[config.mk]
export PLATFORM = sky130hd
export DESIGN_NAME = reg_xfer_engine
export DESIGN_NICKNAME = d
export VERILOG_FILES = /design/src/rtl/reg_xfer_engine.sv
export SDC_FILE = /design/constraint.sdc
export NUM_CORES = 1
export LEC_CHECK = 0
export ABC_AREA = 0
export CORE_MARGIN = 2
export CORE_UTILIZATION = 35
export CTS_BUF_LIST = sky130_fd_sc_hd__clkbuf_16
export DETAILED_ROUTE_END_ITERATION = 12
export GPL_TIMING_DRIVEN = 1
export MAX_ROUTING_LAYER = met4
export PLACE_DENSITY = 0.61
export SLEW_MARGIN = 5
export SYNTH_ARGS = -nofsm -noshare
export SYNTH_HDL_FRONTEND = slang
export SYNTH_SLANG_ARGS = --single-unit
[constraint.sdc]
create_clock -name clk -period 2.35 [get_ports clk]
set_input_delay 0.47 -clock clk [delete_from_list [all_inputs] [get_ports clk]]
set_output_delay 0.47 -clock clk [all_outputs]
set_load 0.01 [all_outputs]
[src/rtl/reg_xfer_engine.sv]
// reg_xfer_engine: command-driven transfer engine over three 4-bit registers.
// Executes MOVE, SWAP, LOAD and INC commands accepted over a valid/ready handshake.
//
// Ports:
//   clk        in   system clock, rising edge
//   rst_n      in   synchronous active-low reset
//   cmd_valid  in   command present
//   cmd_ready  out  idle/finishing and accepting (0 in reset)
//   cmd_op     in   00 MOVE, 01 SWAP, 10 LOAD, 11 INC
//   cmd_src    in   bus source A/B/C/zero
//   cmd_dst    in   destination A/B/C/none
//   cmd_imm    in   LOAD immediate
//   reg_a/b/c  out  register contents
//   bus        out  transfer bus value this cycle (0 when idle)
//   busy       out  command in progress
//   done       out  one-cycle completion pulse
module reg_xfer_engine (
  input  logic       clk,
  input  logic       rst_n,
  input  logic       cmd_valid,
  output logic       cmd_ready,
  input  logic [1:0] cmd_op,
  input  logic [1:0] cmd_src,
  input  logic [1:0] cmd_dst,
  input  logic [3:0] cmd_imm,
  output logic [3:0] reg_a,
  output logic [3:0] reg_b,
  output logic [3:0] reg_c,
  output logic [3:0] bus,
  output logic       busy,
  output logic       done
);

  typedef enum logic [2:0] {
    S_IDLE,
    S_EXEC1,
    S_EXEC2,
    S_EXEC3,
    S_FIN
  } state_e;

  localparam logic [1:0] OP_MOVE = 2'b00;
  localparam logic [1:0] OP_SWAP = 2'b01;
  localparam logic [1:0] OP_LOAD = 2'b10;
  localparam logic [1:0] OP_INC  = 2'b11;

  state_e     state_q, state_d;
  logic [1:0] op_q, op_d;
  logic [1:0] src_q, src_d;
  logic [1:0] dst_q, dst_d;
  logic [3:0] imm_q, imm_d;
  logic [3:0] ra_q, ra_d;
  logic [3:0] rb_q, rb_d;
  logic [3:0] rc_q, rc_d;

  logic [3:0] bus_w;
  logic [3:0] src_val;
  logic [3:0] dst_val;
  logic       ready_w;
  logic       accept;

  // Register read ports; index 3 reads as constant zero.
  always_comb begin
    src_val = 4'h0;
    unique case (src_q)
      2'd0:    src_val = ra_q;
      2'd1:    src_val = rb_q;
      2'd2:    src_val = rc_q;
      default: src_val = 4'h0;
    endcase
  end

  always_comb begin
    dst_val = 4'h0;
    unique case (dst_q)
      2'd0:    dst_val = ra_q;
      2'd1:    dst_val = rb_q;
      2'd2:    dst_val = rc_q;
      default: dst_val = 4'h0;
    endcase
  end

  assign ready_w = (state_q == S_IDLE) || (state_q == S_FIN);
  assign accept  = cmd_valid && rst_n && ready_w;

  always_comb begin
    state_d = state_q;
    op_d    = op_q;
    src_d   = src_q;
    dst_d   = dst_q;
    imm_d   = imm_q;
    ra_d    = ra_q;
    rb_d    = rb_q;
    rc_d    = rc_q;
    bus_w   = 4'h0;

    unique case (state_q)
      S_IDLE, S_FIN: begin
        if (accept) begin
          op_d    = cmd_op;
          src_d   = cmd_src;
          dst_d   = cmd_dst;
          imm_d   = cmd_imm;
          state_d = S_EXEC1;
        end else begin
          state_d = S_IDLE;
        end
      end

      S_EXEC1: begin
        if (op_q == OP_SWAP) begin
          // C takes old A so it survives the A<-B step.
          bus_w   = ra_q;
          rc_d    = bus_w;
          state_d = S_EXEC2;
        end else begin
          unique case (op_q)
            OP_MOVE: bus_w = src_val;
            OP_LOAD: bus_w = imm_q;
            OP_INC:  bus_w = dst_val + 4'h1;
            default: bus_w = 4'h0;
          endcase
          unique case (dst_q)
            2'd0:    ra_d = bus_w;
            2'd1:    rb_d = bus_w;
            2'd2:    rc_d = bus_w;
            default: ;
          endcase
          state_d = S_FIN;
        end
      end

      S_EXEC2: begin
        bus_w   = rb_q;
        ra_d    = bus_w;
        state_d = S_EXEC3;
      end

      S_EXEC3: begin
        bus_w   = rc_q;
        rb_d    = bus_w;
        state_d = S_FIN;
      end

      default: state_d = S_IDLE;
    endcase
  end

  always_ff @(posedge clk) begin
    if (!rst_n) begin
      state_q <= S_IDLE;
      op_q    <= 2'b00;
      src_q   <= 2'b00;
      dst_q   <= 2'b00;
      imm_q   <= 4'h0;
      ra_q    <= 4'h0;
      rb_q    <= 4'h0;
      rc_q    <= 4'h0;
    end else begin
      state_q <= state_d;
      op_q    <= op_d;
      src_q   <= src_d;
      dst_q   <= dst_d;
      imm_q   <= imm_d;
      ra_q    <= ra_d;
      rb_q    <= rb_d;
      rc_q    <= rc_d;
    end
  end

  // Handshake and status outputs are held inactive while reset is asserted.
  assign cmd_ready = rst_n && ready_w;
  assign busy      = rst_n && !ready_w;
  assign done      = rst_n && (state_q == S_FIN);
  assign bus       = rst_n ? bus_w : 4'h0;

  assign reg_a = ra_q;
  assign reg_b = rb_q;
  assign reg_c = rc_q;

endmodule

==> out/results.ini, run 1 <==
[logic_synthesis]
synth_area_leaders = dfxtp_1 (33%), nand2_1 (7.0%), mux2i_1 (6.0%)
syn_area_per_cell_sq_um = 7.96
synthesis.nets = 204
yosysWarnings = 0
yosysSeqAreaShare = 0.331
synth_largest_area_cell = dfxtp_1
synth_flop_cell = dfxtp_1
synthCells = 190
synth_edf_count = 0
ys_async_sr_fraction = 0
synth_area_sq_mm = 0.00151
ys_types = 48
synth_seq_cells = 25
synth_top_area_share = 0.331

[status]
violations = negative setup slack
outcome = finished with violations

[clock_network]
cts_buffers = 3
clock_latency_ns = 0.26
cts_sinks = 25
ctsHoldBuffers = 0
clk_path_buf_depth = 2
cts_max_level = 1
root_buffer = clkbuf_16
cts_tree = done
clk_pin_slew_ns = 0.07

[timing]
fmax_ghz = 0.357
slew_headroom = 0.713
slew_violations = 0
clock_skew_ns = 0.00420
whs_ns = 0.462
period_share = 1.19
hold_violations = 0
setup_viol = 3
worst_pin_slew_ns = 0.429
min_period_ns = 2.80
rsz0062_at_grt = true
setup_ws_ns = -0.453

[cells_and_area]
layout-area-overhead-vs-synth_pct = 56.7
filler_cell_count = 410
final_area_sq_mm = 0.00237
multi_input_area_sq_um = 957
ff_latch_area_sq_um = 509
diodes = 0
fin_util = 0.580
drive_gt1_frac = 0.323
nets = 281

[critical_path]
crit_start = dst_q[1]
start_kind = register
required_ns = 1.88
cp_max_fo = 3
cp.arrival_ns = 2.33
r2r-start = dst_q[1]
worstSetupPathType = reg2out
cp-end-kind = primary output
r2r_cells = 7

[power]
peakVddDrop_mv = 0.272
p_per_area_mw_per_mm2 = 479
p_leak_nw = 0.932

[global_routing]
grt_use_met3 = 0.0291
grt_max_degree = 21
met2_usage = 0.333
grt_pass1_vias = 1647
grt_overflow = 0
grt_pass1_wl_mm = 8.38
antenna_found_initial = 0
met1_usage = 0.310
track_usage = 0.223
busiest_layer = met2

[min_path]
min-delay-start = imm_q[1]
holdPathStages = 2
hp-class = reg2reg

[floorplanning]
die_width_um = 69.7
die_y_um = 69.7
num_rows = 23
initial_core_util = 0.370
coreArea_sq_mm = 0.00409
io_pins = 32
dieArea_sq_mm = 0.00486

[drt]
drcViolationCount = 0
drtIter0Drc = 113
vias_per_cell = 5.58
detail-route-antenna-nets = 0
drt_wl_total_mm = 5.17
drt_pass1_iterations = 4
wl_per_cell_um = 16.4
via_count = 1762

[place]
place_hpwl_mm = 3.90
place_congestion = 0.894
port_buffers = 31
placed_cell_area_sq_mm = 0.00222

[flow_run]
cap_violations = 0

path summary, 6_finish.rpt:
check	endpoint	slack [ns]
setup reg to reg	reg_c[2]	0.23
hold reg to reg	imm_q[1]	0.46
hold / removal	imm_q[1]	0.46
setup / recovery	bus[2]	-0.45
worst max-delay path: stages, from the launching register on:
cell     delay (ns)
dfxtp_4        0.37
mux2_4         0.30
mux2i_2        0.16
a21oi_1        0.07
ha_2           0.19
xnor2_2        0.13
mux4_2         0.48
a32o_2         0.24
buf_6          0.12
report_power, final:
group / switching [W] / internal (W)
logic: 0.000130 / 0.000140
registers: 0.0000159 / 0.000444
clock network: 0.000168 / 0.000235
cell usage in the layout, fill, tap and decap left out, types with 2 or more instances in the layout:
cell type / netlist / final
nand4_1: 3 / 3
o221a_2: 2 / 2
buf_6: 1 / 6
o21ai_0: 12 / 11
dlygate4sd2_1: 0 / 2
a22oi_1: 5 / 5
a21boi_0: 2 / 2
dfxtp_1: 25 / 20
a311oi_1: 2 / 2
o32ai_1: 2 / 2
clkdlybuf4s50_1: 0 / 25
o211ai_1: 3 / 3
nor4_1: 2 / 2
nor3_1: 7 / 7
o22ai_1: 4 / 4
o31ai_1: 6 / 4
nand2_1: 28 / 27
mux2_4: 0 / 2
mux2i_1: 9 / 8
o21a_1: 2 / 2
inv_1: 7 / 7
nor2_1: 13 / 13
buf_2: 3 / 3
a31oi_1: 5 / 5
clkbuf_16: 0 / 3
dfxtp_2: 0 / 4
nand3_1: 4 / 4
and3_1: 2 / 2
o22a_1: 2 / 2
buf_4: 1 / 50
o22a_2: 2 / 2
a21oi_1: 6 / 6
final cells by class:
class	instances	area share
Inverter	8	0.0127
Clock buffer	3	0.0317
Tap cell	50	0.0264
Sequential cell	25	0.215
Clock inverter	1	0.00370
Multi-Input combinational cell	143	0.404
Timing Repair Buffer	86	0.306
Yosys cell counts, drive strengths merged, types with 4 or more instances:
library cell,count
a21oi,7
a22oi,5
a31oi,5
buf,6
clkbuf,8
dfxtp,25
inv,7
mux2i,9
nand2,28
nand3,4
nor2,13
nor3,7
o21ai,12
o22a,4
o22ai,4
o31ai,6
what timing repair did:
| item | in CTS | in global routing |
|---|---|---|
| endpoints found under the setup margin | 6 | 5 |
| buffers inserted | 0 | 3 |
| gates cloned | 0 | 0 |
| pin swaps | 8 | 7 |
| hold endpoints to repair | 0 | 0 |
| gates resized for setup | 28 | 9 |
sequential cells by signal (all words and copies together) (netlist names):
register  cells
op_q          2
src_q         2
reg_c         4
state_q       3
imm_q         4
reg_a         4
reg_b         4
dst_q         2
metal layers:
metal / vias up / share of wire
li1: 865 / -
met1: 828 / 0.48
met2: 61 / 0.45
met5: - / 0
met3: 8 / 0.049
met4: 0 / 0.021
logic make-up after synthesis:
kind of cell | count (synthesis) | share of synthesized area
AO/OA/AOI/OAI | 62 | 0.291
XOR/XNOR | 1 | 0.00580
adder cells (fa/ha/maj) | 1 | 0.00828
buffers and inverters | 22 | 0.0646
flip-flops | 25 | 0.331
multiplexers | 13 | 0.0969
AND/OR/NAND/NOR | 66 | 0.202
metrics by stage:
step                      setup TNS [ns]  std cells  setup slack (ns)  total power (W)
final                              -1.17        316            -0.453          0.00113
after global routing               -1.52        316            -0.530          0.00119
after global placement             -1.49        309            -0.482         0.000724
after detailed placement           -1.64        309            -0.525         0.000725
after floorplan                  -0.0183        190           -0.0183         0.000594
after CTS                          -1.15        313            -0.471          0.00114
Power figures use the tool's default switching activity.
==> run 2: changes to the inputs <==
--- a/config.mk
+++ b/config.mk
@@ -7,12 +7,12 @@
 export LEC_CHECK = 0
 export ABC_AREA = 0
 export CORE_MARGIN = 2
-export CORE_UTILIZATION = 35
+export CORE_UTILIZATION = 30
 export CTS_BUF_LIST = sky130_fd_sc_hd__clkbuf_16
 export DETAILED_ROUTE_END_ITERATION = 12
 export GPL_TIMING_DRIVEN = 1
 export MAX_ROUTING_LAYER = met4
-export PLACE_DENSITY = 0.61
+export PLACE_DENSITY = 0.54
 export SLEW_MARGIN = 5
 export SYNTH_ARGS = -nofsm -noshare
 export SYNTH_HDL_FRONTEND = slang
==> constraint.sdc (replaced) <==
create_clock -name clk -period 2.35 [get_ports clk]
set_input_delay 0.235 -clock clk [delete_from_list [all_inputs] [get_ports clk]]
set_output_delay 0.235 -clock clk [all_outputs]
set_load 0.01 [all_outputs]
==> out/results.ini, run 2 (synthesized netlist as in run 1, its figures left out) <==
[drt]
wl_per_cell_um = 16.2  ; -1.0%
vias_per_cell = 5.45  ; -2.2%
drt_pass1_iterations = 4  ; unchanged
drtIter0Drc = 157  ; +39%
drcViolationCount = 0  ; unchanged
via_count = 1761  ; -0.057%
drt_wl_total_mm = 5.23  ; +1.2%
detail-route-antenna-nets = 0  ; unchanged

[cells_and_area]
fin_util = 0.485  ; -0.0941
drive_gt1_frac = 0.285  ; -0.0382
diodes = 0  ; unchanged
final_common_cell = buf_4
final_cell_mix = buf_4 (43), nand2_1 (27), clkdlybuf4s50_1 (27), dfxtp_1 (23), nor2_1 (13)
nets = 271  ; -3.6%
final_area_sq_mm = 0.00232  ; -1.9%
layout-area-overhead-vs-synth_pct = 53.7

[status]
outcome = finished with violations
violations = negative setup slack

[timing]
worst_pin_slew_ns = 0.496  ; +0.0672 ns
hold_violations = 0  ; unchanged
fmax_ghz = 0.385  ; +7.9%
rsz0062_at_grt = true
setup_ws_ns = -0.248  ; +0.205 ns
setup_viol = 3  ; unchanged
slew_violations = 0  ; unchanged
finalSetupTns_ns = -0.612  ; +0.558 ns
slew_headroom = 0.668  ; -0.0450
period_share = 1.11  ; -0.0874
min_period_ns = 2.60  ; -0.205 ns
clock_skew_ns = 0.00209  ; -0.00211 ns
whs_ns = 0.460  ; -0.00181 ns

[critical_path]
r2r_end = reg_c[2]
worstSetupPathType = reg2out
cp_max_fo = 3  ; unchanged
cp-end-kind = primary output
required_ns = 2.12  ; +0.24 ns
start_kind = register
r2r_cells = 8  ; +1
cp.arrival_ns = 2.36  ; +0.03 ns
r2r-start = dst_q[1]
r2r_slack_ns = 0.21  ; -0.02 ns

[clock_network]
cts_buffers = 3  ; unchanged
cts_sinks = 25  ; unchanged
cts_tree = done
ctsHoldBuffers = 0  ; unchanged
root_buffer = clkbuf_16
clock_latency_ns = 0.26  ; about the same
cts_max_level = 1  ; unchanged
clk_path_buf_depth = 2  ; unchanged
clk_pin_slew_ns = 0.06  ; about the same

[floorplanning]
num_rows = 25  ; +8.7%
die_y_um = 75.0  ; +7.6%
dieArea_sq_mm = 0.00562  ; +16%
initial_core_util = 0.316  ; -0.0541
die_width_um = 75.0  ; +7.6%
coreArea_sq_mm = 0.00479  ; +17%
io_pins = 32  ; unchanged

[flow_run]
cap_violations = 0  ; unchanged

[global_routing]
grt_pass1_vias = 1635  ; -0.73%
track_usage = 0.197  ; -0.0261
antenna_found_initial = 0  ; unchanged
grt_overflow = 0  ; unchanged
grt_max_degree = 21  ; unchanged
grt_pass1_wl_mm = 8.07  ; -3.8%

[power]
peakVddDrop_mv = 0.271  ; -0.14%
p_leak_nw = 0.882  ; -5.3%
p_per_area_mw_per_mm2 = 474  ; -0.98%

[place]
place_congestion = 0.883  ; -1.2%
port_buffers = 31  ; unchanged
place_hpwl_mm = 3.70  ; -5.1%
placed_cell_area_sq_mm = 0.00214  ; -3.7%
place_ws_ns = -0.366  ; +0.159 ns

[min_path]
hp-class = reg2reg
min-delay-start = imm_q[3]
holdPathStages = 2  ; unchanged
holdPathEnd = imm_q[3]

[run 2: cell types whose count changed in the layout (fill, tap and decap cells not counted), moves of 2 or more]
cell	previous run	this run
dfxtp_2	4	2
dfxtp_1	20	23
buf_4	50	43
buf_6	6	2
dlygate4sd2_1	2	0
clkdlybuf4s50_1	25	27
[run 2: what timing repair did]
item | CTS | global route
endpoints found under the setup margin | 4 | 4
pin swaps | 6 | 10
hold endpoints to repair | 0 | 0
buffers inserted | 1 | 4
gates resized for setup | 20 | 16
[run 2: cell type report]
type / instances / area [sq um]
Clock buffer: 3 / 75.1
Clock inverter: 1 / 3.75
Fill cell: 438 / 2460
Inverter: 8 / 30.0
Multi-Input combinational cell: 143 / 992
Sequential cell: 25 / 503
Tap cell: 67 / 83.8
Timing Repair Buffer: 76 / 636
[run 2: how the worst max path moves through the flow]
stage	start	endpoint	slack [ns]
2_1_floorplan	dst_q[1]	bus[2]	0.14
3_3_place_gp	dst_q[1]	bus[1]	-0.31
3_5_place_dp	dst_q[1]	bus[1]	-0.37
4_1_cts	dst_q[1]	bus[1]	-0.28
5_1_grt	dst_q[1]	bus[1]	-0.42
6_report	dst_q[1]	bus[1]	-0.25
[run 2: routing by layer]
layer,wire (um),part of all wire,GRT usage
met3,374,0.071,0.0469
met5,0,0,-
met1,2350,0.45,0.263
met4,93,0.018,0.0536
met2,2410,0.46,0.296
[run 2: worst max-delay path: stages, from the launching register on]
cell and delay (ns):
dfxtp_2 0.36, buf_6 0.11, mux2i_1 0.19, o22a_1 0.21
inv_2 0.06, ha_4 0.21, mux2_4 0.28, nand2_4 0.07
o31ai_4 0.07, a222oi_1 0.32, nor2_1 0.06, buf_2 0.15
[run 2: metrics by stage]
| step | instances | power [W] |
|---|---|---|
| CTS | 319 | 0.00110 |
| global route | 323 | 0.00115 |
| finish | 323 | 0.00110 |
| global placement | 314 | 0.000705 |
| floorplan | 190 | 0.000592 |
| detailed placement | 314 | 0.000703 |
[run 2: report_power, final]
part,internal [W],switching (W)
Combinational,0.000126,0.000127
Sequential,0.000445,0.0000182
Clock,0.000228,0.000156
Total,0.000799,0.000302
==> run 3: changes to the inputs <==
--- a/config.mk
+++ b/config.mk
@@ -6,13 +6,14 @@
 export NUM_CORES = 1
 export LEC_CHECK = 0
 export ABC_AREA = 0
-export CORE_MARGIN = 2
-export CORE_UTILIZATION = 30
+export CORE_MARGIN = 3
+export CORE_UTILIZATION = 45
 export CTS_BUF_LIST = sky130_fd_sc_hd__clkbuf_16
 export DETAILED_ROUTE_END_ITERATION = 12
 export GPL_TIMING_DRIVEN = 1
 export MAX_ROUTING_LAYER = met4
-export PLACE_DENSITY = 0.54
+export PLACE_DENSITY = 0.75
+export SKIP_CTS_REPAIR_TIMING = 1
 export SLEW_MARGIN = 5
 export SYNTH_ARGS = -nofsm -noshare
 export SYNTH_HDL_FRONTEND = slang
==> out/results.ini, run 3 (synthesized netlist as in run 1, its figures left out) <==
[timing]
min_period_ns = 2.56  ; -0.0417 ns
period_share = 1.09  ; -0.0177
rsz0062_at_grt = true
finalSetupTns_ns = -0.371  ; +0.241 ns
fmax_ghz = 0.391  ; +1.6%
clock_skew_ns = 0.00321  ; +0.00112 ns
whs_ns = 0.480  ; +0.0205 ns
slew_violations = 0  ; unchanged
slew_headroom = 0.593  ; -0.0754
setup_ws_ns = -0.206  ; +0.0417 ns
hold_violations = 0  ; unchanged
worst_pin_slew_ns = 0.611  ; +0.115 ns
setup_viol = 2  ; -1

[floorplanning]
die_y_um = 64.0  ; -15%
dieArea_sq_mm = 0.00409  ; -27%
num_rows = 20  ; -20%
initial_core_util = 0.483  ; +0.167
io_pins = 32  ; unchanged
die_width_um = 64.0  ; -15%
coreArea_sq_mm = 0.00313  ; -35%

[global_routing]
grt_max_degree = 21  ; unchanged
grt_pass1_vias = 1772  ; +8.4%
grt_pass1_wl_mm = 8.74  ; +8.4%
antenna_found_initial = 0  ; unchanged
grt_overflow = 0  ; unchanged
track_usage = 0.281  ; +0.0850

[clock_network]
root_buffer = clkbuf_16
clk_pin_slew_ns = 0.07  ; about the same
clock_latency_ns = 0.26  ; about the same
cts_buffers = 3  ; unchanged
cts_sinks = 25  ; unchanged
clk_path_buf_depth = 2  ; unchanged
cts_max_level = 1  ; unchanged
cts_tree = done

[drt]
drt_wl_total_mm = 5.39  ; +3.0%
wl_per_cell_um = 18.5  ; +14%
drt_pass1_iterations = 5  ; +1
vias_per_cell = 6.14  ; +13%
detail-route-antenna-nets = 0  ; unchanged
drcViolationCount = 0  ; unchanged
drtIter0Drc = 145  ; -7.6%
via_count = 1793  ; +1.8%

[place]
port_buffers = 31  ; unchanged
placed_cell_area_sq_mm = 0.00209  ; -2.4%
place_hpwl_mm = 4.02  ; +8.7%
place_congestion = 1.00  ; +14%

[cells_and_area]
layout-area-overhead-vs-synth_pct = 46.7
final_area_sq_mm = 0.00222  ; -4.6%
fin_util = 0.709  ; +0.223
final_cell_mix = buf_4 (36), nand2_1 (27), clkdlybuf4s50_1 (27), dfxtp_1 (22), nor2_1 (13)
diodes = 0  ; unchanged
final_common_cell = buf_4
drive_gt1_frac = 0.262  ; -0.0231
filler_cell_count = 265  ; -39%
nets = 263  ; -3.0%

[status]
outcome = finished with violations
violations = negative setup slack

[critical_path]
cp_max_fo = 3  ; unchanged
worstSetupPathType = reg2out
start_kind = register
required_ns = 2.12  ; about the same
cp-end-kind = primary output
cp.arrival_ns = 2.32  ; -0.04 ns

[flow_run]
cap_violations = 0  ; unchanged

[power]
p_leak_nw = 0.841  ; -4.6%
p_per_area_mw_per_mm2 = 492  ; +3.8%
peakVddDrop_mv = 0.232  ; -14%

[min_path]
hp-class = reg2reg

[run 3: changes by cell type in the layout (fill, tap and decap cells not counted), sizes merged]
| cell | change |
|---|---|
| buf | -10 |
| clkbuf | +1 |
| dlymetal6s2s | +1 |
[run 3: path summary, 6_finish.rpt]
kind	startpoint	to	slack (ns)	cells past startpoint
max	dst_q[1]	bus[2]	-0.21	9
min	imm_q[0]	imm_q[0]	0.48	2
max reg2reg	dst_q[1]	reg_c[2]	0.24	8
min reg2reg	imm_q[0]	imm_q[0]	0.48	2
[run 3: power breakdown]
group	total, W	internal [W]	switching [W]
clock	0.000381	0.000228	0.000153
combinational	0.000244	0.000118	0.000125
sequential	0.000465	0.000445	0.0000200
total	0.00109	0.000791	0.000299
[run 3: final cells by class]
class | count | area, sq um | area share
sequential | 25 | 504 | 0.227
tap | 44 | 55.1 | 0.0248
timing repair buffer | 68 | 579 | 0.261
inverter | 8 | 30.0 | 0.0135
clock buffer | 3 | 75.1 | 0.0339
multi-input combinational | 143 | 970 | 0.437
clock inverter | 1 | 3.75 | 0.00169
[run 3: layer usage]
| layer | vias up | share of wire | GRT usage |
|---|---|---|---|
| met5 | - | 0 | - |
| met4 | 0 | 0.028 | 0.108 |
| met3 | 16 | 0.088 | 0.0439 |
| met2 | 114 | 0.46 | 0.444 |
| met1 | 841 | 0.42 | 0.362 |
| li1 | 822 | - | - |
[run 3: stage by stage]
| stage | setup WS [ns] | power [W] | cells |
|---|---|---|---|
| 6_report | -0.206 | 0.00109 | 292 |
| 2_1_floorplan | 0.137 | 0.000592 | 190 |
| 3_5_place_dp | -0.377 | 0.000702 | 288 |
| 4_1_cts | -0.660 | 0.00108 | 292 |
| 3_3_place_gp | -0.311 | 0.000696 | 288 |
| 5_1_grt | -0.328 | 0.00113 | 292 |
[run 3: worst max-delay path: stages (launching register included)]
cell	delay, ns
dfxtp_2	0.36
buf_6	0.10
mux2i_1	0.17
o22a_1	0.23
inv_2	0.07
ha_4	0.16
xnor2_2	0.13
mux4_2	0.47
a32o_1	0.23
buf_2	0.14
